File: src/rtl/vga_fetch_scheduler.sv
// vga_fetch_scheduler: ping-pong scanline fetch into a line buffer,
// sharing one frame-memory port with a CPU writer.
module vga_fetch_scheduler #(
  parameter int WORDS_PER_LINE = 40,
  parameter int LINES          = 480,
  parameter int ADDR_W         = 15
) (
  input  logic              clock,
  input  logic              reset_n,
  input  logic              vga_visible,
  input  logic              vga_horizontal_blank_strobe,
  input  logic              vga_vertical_blank_strobe,
  input  logic [9:0]        vga_x,
  input  logic              wr_req,
  input  logic [ADDR_W-1:0] wr_addr,
  input  logic [15:0]       wr_data,
  output logic              wr_ack,
  output logic              mem_req,
  output logic              mem_we,
  output logic [ADDR_W-1:0] mem_addr,
  output logic [15:0]       mem_wdata,
  input  logic              mem_ack,
  input  logic [15:0]       mem_rdata,
  output logic              pixel,
  output logic              underrun
);
  localparam int WW = $clog2(WORDS_PER_LINE);
  localparam int LW = $clog2(LINES);
  localparam logic [WW-1:0] LAST_WORD = WW'(WORDS_PER_LINE - 1);
  localparam logic [LW-1:0] LAST_LINE = LW'(LINES - 1);
  localparam logic [ADDR_W-1:0] STEP = ADDR_W'(WORDS_PER_LINE);

  typedef enum logic [1:0] {IDLE, FETCH, WRITE} state_t;
  state_t state;

  logic [15:0]       lbuf [2][WORDS_PER_LINE];
  logic [LW-1:0]     next_line;
  logic [ADDR_W-1:0] line_base;
  logic [WW-1:0]     word;
  logic              fetch_buf;
  logic              disp_buf;
  logic              armed;
  logic              pending;
  logic              stale;

  logic              vs;
  logic              hs;
  logic              trig;
  logic              discard;
  logic              store;
  logic              x_ok;
  logic [ADDR_W-1:0] base_eff;
  logic [WW-1:0]     x_word;
  logic [3:0]        bit_sel;

  always_comb begin
    vs       = vga_vertical_blank_strobe;
    hs       = vga_horizontal_blank_strobe & armed & ~vs;
    trig     = vs | (hs & (next_line < LAST_LINE));
    base_eff = line_base;
    if (vs)
      base_eff = '0;
    else if (trig)
      base_eff = line_base + STEP;
    // an ack racing a new trigger belongs to the abandoned line
    discard  = (state == FETCH) & mem_ack & (stale | trig);
    store    = (state == FETCH) & mem_ack & ~discard;
    x_ok     = int'(vga_x[9:4]) < WORDS_PER_LINE;
    x_word   = WW'(vga_x[9:4]);
    bit_sel  = 4'd15 - vga_x[3:0];
  end

  always_ff @(posedge clock) begin
    if (store)
      lbuf[fetch_buf][word] <= mem_rdata;
  end

  always_ff @(posedge clock) begin
    if (!reset_n) begin
      state     <= IDLE;
      mem_req   <= 1'b0;
      mem_we    <= 1'b0;
      mem_addr  <= '0;
      mem_wdata <= '0;
      wr_ack    <= 1'b0;
      pixel     <= 1'b0;
      underrun  <= 1'b0;
      armed     <= 1'b0;
      pending   <= 1'b0;
      stale     <= 1'b0;
      word      <= '0;
      next_line <= '0;
      line_base <= '0;
      fetch_buf <= 1'b0;
      disp_buf  <= 1'b0;
    end else begin
      wr_ack <= 1'b0;
      pixel  <= armed & vga_visible & x_ok &
                lbuf[disp_buf][x_word][bit_sel];
      if (vs) begin
        next_line <= '0;
        line_base <= '0;
        fetch_buf <= 1'b0;
        disp_buf  <= 1'b0;
        armed     <= 1'b1;
      end else if (hs) begin
        disp_buf <= fetch_buf;
        if (trig) begin
          next_line <= next_line + 1'b1;
          line_base <= base_eff;
          fetch_buf <= ~fetch_buf;
        end
      end
      if (trig & pending)
        underrun <= 1'b1;
      if (trig)
        pending <= 1'b1;
      else if (store && word == LAST_WORD)
        pending <= 1'b0;
      unique case (state)
        IDLE: begin
          if (pending) begin
            state    <= FETCH;
            mem_req  <= 1'b1;
            mem_we   <= 1'b0;
            mem_addr <= base_eff;
          end else if (wr_req) begin
            state     <= WRITE;
            mem_req   <= 1'b1;
            mem_we    <= 1'b1;
            mem_addr  <= wr_addr;
            mem_wdata <= wr_data;
          end
        end
        WRITE: begin
          if (mem_ack) begin
            state   <= IDLE;
            mem_req <= 1'b0;
            mem_we  <= 1'b0;
            wr_ack  <= 1'b1;
          end
        end
        FETCH: begin
          if (trig & ~mem_ack)
            stale <= 1'b1;
          if (discard) begin
            stale    <= 1'b0;
            word     <= '0;
            mem_addr <= base_eff;
          end else if (store) begin
            if (word == LAST_WORD) begin
              state   <= IDLE;
              mem_req <= 1'b0;
              word    <= '0;
            end else begin
              word     <= word + 1'b1;
              mem_addr <= line_base + ADDR_W'(word) + 1'b1;
            end
          end
        end
        default: state <= IDLE;
      endcase
    end
  end
endmodule

File: config.mk
export PLATFORM = sky130hd
export DESIGN_NAME = vga_fetch_scheduler
export DESIGN_NICKNAME = d
export VERILOG_FILES = /design/src/rtl/vga_fetch_scheduler.sv
export SDC_FILE = /design/constraint.sdc
export NUM_CORES = 1
export LEC_CHECK = 0
export BUFFER_PORTS_ARGS = -buffer_cell sky130_fd_sc_hd__buf_4
export CAP_MARGIN = 20
export CORE_UTILIZATION = 62
export CTS_CLUSTER_DIAMETER = 120
export CTS_CLUSTER_SIZE = 28
export DETAILED_ROUTE_END_ITERATION = 10
export GPL_TIMING_DRIVEN = 0
export PLACE_DENSITY_LB_ADDON = 0.2
export SLEW_MARGIN = 25
export SYNTH_ARGS = -nofsm -noshare
export SYNTH_HDL_FRONTEND = slang
export SYNTH_SLANG_ARGS = --single-unit
File: constraint.sdc
create_clock -name clock -period 4.3 [get_ports clock]
set_input_delay 0.645 -clock clock [delete_from_list [all_inputs] [get_ports clock]]
set_output_delay 0.645 -clock clock [all_outputs]
set_load 0.05 [all_outputs]
==> run summary, run 1 <==
GLOBAL ROUTE
-----------------------------------------------------------------------------------------
Number of global-route vias before repair ..................................       28.91k
Sum of overflow across all layers after global routing .....................            0
First-pass GRT wire length .................................................     221.3 mm
Overall track demand over capacity in global routing .......................       37.75%
Maximum number of pins on one net before global-route repair ...............           81
Antenna violations before repair ...........................................           12

FINAL LAYOUT
-----------------------------------------------------------------------------------------
Total number of nets in the final design ...................................        3,048
Ratio of cells with drive above 1 in the final layout ......................       21.74%
Number of fill cells .......................................................        5,420
Area of combinational cells with multiple inputs ........................... 0.01293 mm^2
Area Growth Syn to Fin .....................................................       8.802%
Final cell count without fillers ...........................................        4,142
Layout Utilization .........................................................       68.08%
Area taken by flip-flops and latches ....................................... 0.03992 mm^2

PWR
-----------------------------------------------------------------------------------------
Leakage Power ..............................................................   0.01758 uW
Clock power share ..........................................................        28.3%
Design internal power ......................................................    17,310 uW
Share of power burned in registers .........................................        64.9%
Overall power of the completed layout ......................................    22,330 uW
Net Sw Power ...............................................................      5020 uW
Proportion of total power due to net switching .............................       22.48%
Max IR drop VDD ............................................................    0.4503 mV
Power density over the cells ............................................... 385.2 mW/mm^2
Comb power frac ............................................................         6.8%

WORST HOLD PATH
-----------------------------------------------------------------------------------------
Worst Hold Path Cells ......................................................            3
Launch point of the worst hold path ........................................  wr_data[15]
Worst min path class ....................................................... primary input to register

PLACE
-----------------------------------------------------------------------------------------
# placed instances .........................................................        4,053
Port Buf Inserts ...........................................................           95
Final Wtd Congestion .......................................................       0.9984
Detailed placer's ending HPWL ..............................................     102.4 mm

CLOCKING
-----------------------------------------------------------------------------------------
CTS HTree Levels ...........................................................            2
Quantity of hold-fixing buffers added after cts ............................            0
Root Buffer Master ......................................................... sky130_fd_sc_hd__clkbuf_16
Clock transition at path regs ..............................................       100 ps
TritonCTS clock tree .......................................................         done
Clock network latency to the later pin of the worst-skew pair ..............       680 ps
Clock buffer count from CTS ................................................           54
Buffer depth of the longest clock path .....................................            3
Number of clock sinks ......................................................        1,354

YOSYS
-----------------------------------------------------------------------------------------
Main synth FF type ......................................................... sky130_fd_sc_hd__edfxtp_1
Cell variety after synth ...................................................           65
Largest area contributor in the synthesized netlist ........................ sky130_fd_sc_hd__edfxtp_1
Fraction of the yosys area taken by sequential cells .......................       74.93%
Number of synthesized flops with an enable pin .............................        1,280
Number of instances in the synthesized netlist .............................        2,791
Number of warnings printed during yosys synthesis ..........................            0
Most numerous cell types in the synthesized netlist ........................ sky130_fd_sc_hd__edfxtp_1, sky130_fd_sc_hd__mux4_2, sky130_fd_sc_hd__nor2_1
Avg Synthesized Cell Area ..................................................   19.09 um^2
Dominant cell by count in the synthesized netlist .......................... sky130_fd_sc_hd__edfxtp_1
Share of the synthesized area in the top cell type .........................       72.14%
Proportion of register bits with asynchronous set or reset after synthesis .           0%
Total of flip-flops plus latches after synthesis ...........................        1,354
Top cells by area in the synthesized netlist ............................... sky130_fd_sc_hd__edfxtp_1, sky130_fd_sc_hd__mux4_2, sky130_fd_sc_hd__dfxtp_1
Net count of the mapped netlist ............................................        2,869
Summed instance area of the synthesized netlist ............................ 0.05328 mm^2

WORST SETUP PATH
-----------------------------------------------------------------------------------------
Cell at the slowest stage of the critical path ............................. sky130_fd_sc_hd__clkbuf_1
Startpoint Class ........................................................... primary input
Data required time at the worst endpoint ...................................      4870 ps
Arrival time of data at the critical path endpoint .........................      5110 ps
Series of cell instances along the critical path ........................... buf_4 -> buf_2 -> buf_2 -> clkbuf_1 -> clkbuf_1 -> o21ai_0 -> a21oi_1 -> o211ai_1 -> nor3b_1 -> o21ai_1 -> a32o_1
Element type at the critical path end ......................................     register
Worst Path Max Fanout ......................................................           10
Biggest cell delay along the critical path .................................       930 ps
Worst reg2reg path depth ...................................................           13
Type of the worst setup path ............................................... primary input to register
Critical Path Source .......................................................     vga_x[6]

DIE
-----------------------------------------------------------------------------------------
Overall die height .........................................................     295.1 um
Cell Rows ..................................................................          107
Die width ..................................................................     295.1 um
DIE AREA ................................................................... 0.08711 mm^2
Area of the core ........................................................... 0.08515 mm^2
Effective utilization at floorplan .........................................       62.57%
IO Count ...................................................................          100

DRT
-----------------------------------------------------------------------------------------
Vias .......................................................................       30.02k
Starting DRT DRC Count .....................................................        4,755
Drt first pass iters .......................................................            8
WL/cell ....................................................................     39.11 um
Detail-routed via count per cell ...........................................        7.247
Number of antenna-violating nets in the routed design ......................            0
Routed wire length .........................................................     162.0 mm
Number of remaining DRC errors .............................................            0

RUN STATUS
-----------------------------------------------------------------------------------------
Result of the run .......................................................... complete, but fails checks
Failing checks ............................................................. negative setup slack

TIMING
-----------------------------------------------------------------------------------------
Worst setup margin .........................................................    -247.7 ps
Final worst path period need ...............................................      4548 ps
Final hold vios ............................................................            0
Final cycle utilization of the critical path ...............................       105.8%
RSZ-0062 raised after global routing .......................................        false
Number of max-slew violations in the final report ..........................            0
Relative max-transition margin .............................................       17.12%
Least-Margin Pin Slew ......................................................      1243 ps
Setup-failing EPs final ....................................................            1
Final worst clock skew .....................................................     32.88 ps
Peak clock frequency supported by timing ...................................   0.2199 GHz
Total negative slack .......................................................    -247.7 ps

JOB
-----------------------------------------------------------------------------------------
Maximum Capacitance Violations .............................................            0

-- flip-flops by register name, summed over array words and instances (netlist names), 2 cells and up, named ones only --
signal	flops
mem_addr	15
word	6
lbuf	1280
next_line	9
state	2
mem_wdata	16
line_base	15
-- routing by layer --
| metal | wire [um] | track usage, % | up-vias |
|---|---|---|---|
| li1 | - | - | 11669 |
| met1 | 56640 | 51.56 | 15524 |
| met2 | 74610 | 57.72 | 2363 |
| met3 | 20760 | 9.164 | 449 |
| met4 | 9898 | 18.88 | 14 |
| met5 | 89 | 0 | - |
-- placed cells by master, fill, tap and decap left out, types with 11 or more instances in the layout --
cell / instances
sky130_fd_sc_hd__nor2_1: 105
sky130_fd_sc_hd__clkbuf_16: 57
sky130_fd_sc_hd__nand2_1: 164
sky130_fd_sc_hd__buf_6: 34
sky130_fd_sc_hd__buf_2: 38
sky130_fd_sc_hd__inv_1: 18
sky130_fd_sc_hd__edfxtp_1: 1280
sky130_fd_sc_hd__nor2b_1: 18
sky130_fd_sc_hd__a22oi_1: 40
sky130_fd_sc_hd__o211ai_1: 11
sky130_fd_sc_hd__xor2_1: 18
sky130_fd_sc_hd__ha_1: 13
sky130_fd_sc_hd__nor2_2: 17
sky130_fd_sc_hd__dfxtp_1: 74
sky130_fd_sc_hd__clkbuf_1: 74
sky130_fd_sc_hd__a221oi_1: 54
sky130_fd_sc_hd__nor3_1: 14
sky130_fd_sc_hd__mux2i_1: 134
sky130_fd_sc_hd__a31oi_1: 18
sky130_fd_sc_hd__nor2_4: 63
sky130_fd_sc_hd__nand3_1: 36
sky130_fd_sc_hd__buf_4: 120
sky130_fd_sc_hd__o21ai_0: 61
sky130_fd_sc_hd__xnor2_1: 13
sky130_fd_sc_hd__a21oi_1: 67
sky130_fd_sc_hd__mux4_2: 276
-- kinds of logic (layout without fill, tap and decap cells) --
kind of cell / count (synthesis) / after routing / share of synthesized area [%]
other: 0 / 4 / 0
AO/OA/AOI/OAI: 334 / 334 / 4.316
buffers and inverters: 172 / 375 / 1.841
XOR/XNOR: 31 / 31 / 0.5096
multiplexers: 415 / 415 / 14.29
adder cells (fa/ha/maj): 14 / 14 / 0.3429
flip-flops: 1354 / 1354 / 74.93
AND/OR/NAND/NOR: 471 / 471 / 3.774
-- cell type report --
cell class | count | share of cell area, %
Timing Repair Buffer | 123 | 1.992
Multi-Input combinational cell | 1265 | 22.31
Clock buffer | 79 | 2.603
Buffer | 152 | 1.584
Clock inverter | 1 | 0.03454
Sequential cell | 1354 | 68.86
Tap cell | 1144 | 2.469
Inverter | 20 | 0.1295
Antenna cell | 4 | 0.01727
-- power by group through the flow --
| stage | clock network [uW] | logic, uW | registers (uW) |
|---|---|---|---|
| 2_1_floorplan | 0 | 556 | 14900 |
| 3_3_place_gp | 0 | 1430 | 14800 |
| 3_5_place_dp | 0 | 1470 | 14800 |
| 4_1_cts | 6280 | 1480 | 14500 |
| 5_1_grt | 6690 | 1560 | 14500 |
| 6_report | 6310 | 1530 | 14500 |
-- worst paths after layout --
| path | to | slack, ps |
|---|---|---|
| setup / recovery | pixel | -250 |
| hold / removal | mem_wdata[15] | 220 |
| setup reg to reg | pixel | 150 |
| hold reg to reg | mem_wdata[10] | 470 |
-- what timing repair did --
action,CTS,global route
setup endpoints to repair,48,323
pin swaps,3,0
hold endpoints to repair,0,0
resized for setup,0,1
buffers inserted,5,0
-- worst max-delay path, delay by kind of cell --
| family | cells | cell delay, ps |
|---|---|---|
| AOI/OAI and AO/OA | 5 | 1450 |
| and+or+nand+nor | 1 | 280 |
| buffers and inverters | 5 | 2700 |
-- metrics by stage --
step                setup slack (ps)  hold slack [ps]  cell area (um^2)
floorplan                       1344            425.5             53280
global placement              -675.6            445.8             55420
detailed placement            -622.1            448.3             56360
CTS                            3.106            204.6             57950
global route                   5.770            215.5             57960
finish                        -247.7            216.3             57970
No activity file was read; power rests on OpenSTA's default activity.
==> inputs of run 2 (changes only) <==
--- a/config.mk
+++ b/config.mk
@@ -7,10 +7,14 @@
 export LEC_CHECK = 0
 export BUFFER_PORTS_ARGS = -buffer_cell sky130_fd_sc_hd__buf_4
 export CAP_MARGIN = 20
-export CORE_UTILIZATION = 62
+export CELL_PAD_IN_SITES_DETAIL_PLACEMENT = 0
+export CELL_PAD_IN_SITES_GLOBAL_PLACEMENT = 1
+export CORE_ASPECT_RATIO = 0.8
+export CORE_UTILIZATION = 59
 export CTS_CLUSTER_DIAMETER = 120
 export CTS_CLUSTER_SIZE = 28
 export DETAILED_ROUTE_END_ITERATION = 10
+export GPL_ROUTABILITY_DRIVEN = 0
 export GPL_TIMING_DRIVEN = 0
 export PLACE_DENSITY_LB_ADDON = 0.2
 export SLEW_MARGIN = 25
==> run 2 against run 1 <==
Fmax is 6.3% higher; total power rose by 0.15%; sequential power is essentially flat; clock power is essentially flat; critical endpoint unchanged; global-route usage is 2.1 points lower; the flow now finishes without violations; largest power group unchanged.
==> run summary, run 2 (synthesis results as in run 1) <==
JOB
----------------------------------------------------------------------------
Maximum Capacitance Violations ................................            0   unchanged

TIMING
----------------------------------------------------------------------------
Final worst path period need ..................................      4279 ps   was 4548 ps
RSZ-0062 raised after global routing ..........................         true   was false
Setup-failing EPs final .......................................            0   was 1
Final worst clock skew ........................................     31.81 ps   was 32.88 ps
Total negative slack ..........................................         0 ps   was -247.7 ps
Peak clock frequency supported by timing ......................   0.2337 GHz   was 0.2199 GHz
Relative max-transition margin ................................       17.57%   was 17.12%
Least-Margin Pin Slew .........................................      1236 ps   was 1243 ps
Worst setup margin ............................................     21.33 ps   was -247.7 ps
Final-layout worst hold slack .................................     186.1 ps   was 216.3 ps
Final cycle utilization of the critical path ..................       99.50%   was 105.8%
Number of max-slew violations in the final report .............            0   unchanged
Final hold vios ...............................................            0   unchanged

PLACE
----------------------------------------------------------------------------
Detailed placer's ending HPWL .................................     103.4 mm   was 102.4 mm
Dpl ws ........................................................    -584.3 ps   was -622.1 ps
Port Buf Inserts ..............................................           95   unchanged

CLOCKING
----------------------------------------------------------------------------
Number of clock sinks .........................................        1,354   unchanged
Clock transition at path regs .................................       100 ps   about the same
CTS HTree Levels ..............................................            2   unchanged
Buffer depth of the longest clock path ........................            3   unchanged
Clock network latency to the later pin of the worst-skew pair .       700 ps   was 680 ps
Root Buffer Master ............................................ sky130_fd_sc_hd__clkbuf_16   unchanged
Clock buffer count from CTS ...................................           54   unchanged
TritonCTS clock tree ..........................................         done   unchanged

FINAL LAYOUT
----------------------------------------------------------------------------
Total number of nets in the final design ......................        3,054   was 3,048
Commonest cells after routing, fill and taps aside ............ sky130_fd_sc_hd__edfxtp_1, sky130_fd_sc_hd__mux4_2, sky130_fd_sc_hd__nand2_1   unchanged
Area of combinational cells with multiple inputs .............. 0.01295 mm^2   was 0.01293 mm^2
Registers with the most flip-flops ............................ lbuf x1280, mem_wdata x16   unchanged
Top reg by flops ..............................................         lbuf   unchanged
Number of flip-flops in the largest register ..................        1,280   unchanged
Most common library cell in the layout ignoring fill and taps . sky130_fd_sc_hd__edfxtp_1   unchanged
Ratio of cells with drive above 1 in the final layout .........       21.92%   was 21.74%
Area Growth Syn to Fin ........................................       9.251%   was 8.802%
Number of fill cells ..........................................        5,965   was 5,420
Area taken by flip-flops and latches .......................... 0.03992 mm^2   unchanged

PWR
----------------------------------------------------------------------------
Power density over the cells .................................. 384.2 mW/mm^2   was 385.2 mW/mm^2
Share of power burned in registers ............................        64.8%   was 64.9%
Overall power of the completed layout .........................    22,360 uW   was 22,330 uW
Leakage Power .................................................   0.01764 uW   was 0.01758 uW
Design internal power .........................................    17,280 uW   was 17,310 uW
Max IR drop VDD ...............................................    0.3503 mV   was 0.4503 mV
Clock power share .............................................        28.3%   about the same
Proportion of total power due to net switching ................       22.71%   was 22.48%
Comb power frac ...............................................         6.9%   was 6.8%
Net Sw Power ..................................................      5080 uW   was 5020 uW

GLOBAL ROUTE
----------------------------------------------------------------------------
Maximum number of pins on one net before global-route repair ..           81   unchanged
First-pass GRT wire length ....................................     220.6 mm   was 221.3 mm
Antenna violations before repair ..............................           10   was 12
Number of global-route vias before repair .....................       28.39k   was 28.91k
Sum of overflow across all layers after global routing ........            0   unchanged
Overall track demand over capacity in global routing ..........       35.68%   was 37.75%

WORST SETUP PATH
----------------------------------------------------------------------------
Arrival time of data at the critical path endpoint ............      4820 ps   was 5110 ps
Type of the worst setup path .................................. primary input to register   unchanged
Data required time at the worst endpoint ......................      4840 ps   was 4870 ps
Startpoint Class .............................................. primary input   unchanged
Worst Path Max Fanout .........................................           10   unchanged
Element type at the critical path end .........................     register   unchanged

DIE
----------------------------------------------------------------------------
IO Count ......................................................          100   unchanged
Cell Rows .....................................................           98   was 107
Die width .....................................................     338.0 um   was 295.1 um
Overall die height ............................................     270.8 um   was 295.1 um
DIE AREA ...................................................... 0.09151 mm^2   was 0.08711 mm^2
Effective utilization at floorplan ............................       59.60%   was 62.57%
Area of the core .............................................. 0.08939 mm^2   was 0.08515 mm^2

DRT
----------------------------------------------------------------------------
WL/cell .......................................................     38.30 um   was 39.11 um
Vias ..........................................................       30.05k   was 30.02k
Number of remaining DRC errors ................................            0   unchanged
Routed wire length ............................................     161.5 mm   was 162.0 mm
Drt first pass iters ..........................................            8   unchanged
Detail-routed via count per cell ..............................        7.127   was 7.247
Starting DRT DRC Count ........................................        6,304   was 4,755
Number of antenna-violating nets in the routed design .........            0   unchanged

WORST HOLD PATH
----------------------------------------------------------------------------
Worst min path class .......................................... primary input to register   unchanged

RUN STATUS
----------------------------------------------------------------------------
Result of the run ............................................. finished clean   was complete, but fails checks

==> run 2: per-stage QoR <==
step | instance area (um^2) | utilization (%) | std cells
2_1_floorplan | 53280 | - | 2791
3_3_place_gp | 55490 | 62.08 | 4086
3_5_place_dp | 56490 | 63.19 | 4112
4_1_cts | 58030 | 64.92 | 4203
5_1_grt | 58190 | 65.10 | 4211
6_report | 58210 | 65.12 | 4216
==> run 2: final cells by class <==
class	count	share of cell area, %
diodes	5	0.02150
clock buffers	89	2.584
flip-flops and latches	1354	68.58
repair buffers	129	2.221
clock inverters	2	0.04944
plain buffers	152	1.586
well taps	1200	2.580
multi-input cells	1265	22.25
inverters	20	0.1290
==> run 2: path summary, 6_finish.rpt <==
kind	startpoint	slack (ps)	cells past startpoint	to
max	vga_x[6]	20	11	pixel
min	wr_data[14]	190	3	mem_wdata[14]
max reg2reg	next_line[2]	80	8	lbuf[0][327]
min reg2reg	mem_wdata[12]	460	2	mem_wdata[12]
==> run 2: metal layers <==
| layer | GRT usage, % | wire, um | vias up |
|---|---|---|---|
| li1 | - | - | 11710 |
| met1 | 52.67 | 60220 | 15459 |
| met2 | 49.72 | 68470 | 2505 |
| met3 | 12.07 | 25520 | 370 |
| met4 | 13.06 | 7172 | 4 |
| met5 | 0.6915 | 91 | - |
==> run 2: repair_timing <==
item,in CTS,in global routing
setup buffers,0,8
pin swaps,0,6
setup endpoints to repair,162,120
resized for setup,3,5
hold buffers,0,0
cloned,0,0
==> run 2: power by group through the flow <==
stage	Clock [uW]	Combinational [uW]	Sequential, uW
6_report	6340	1540	14500
5_1_grt	6690	1570	14500
4_1_cts	6300	1480	14500
3_5_place_dp	0	1480	14800
3_3_place_gp	0	1440	14800
2_1_floorplan	0	556	14900
==> run 2: critical path, cell delays in order <==
cell and delay (ps):
sky130_fd_sc_hd__buf_4 180, sky130_fd_sc_hd__buf_2 330, sky130_fd_sc_hd__buf_2 510, sky130_fd_sc_hd__clkbuf_1 760
sky130_fd_sc_hd__clkbuf_2 610, sky130_fd_sc_hd__nand2_1 100, sky130_fd_sc_hd__a21oi_1 560, sky130_fd_sc_hd__nor3_1 200
sky130_fd_sc_hd__a211oi_1 410, sky130_fd_sc_hd__o22ai_1 130, sky130_fd_sc_hd__a32o_1 350
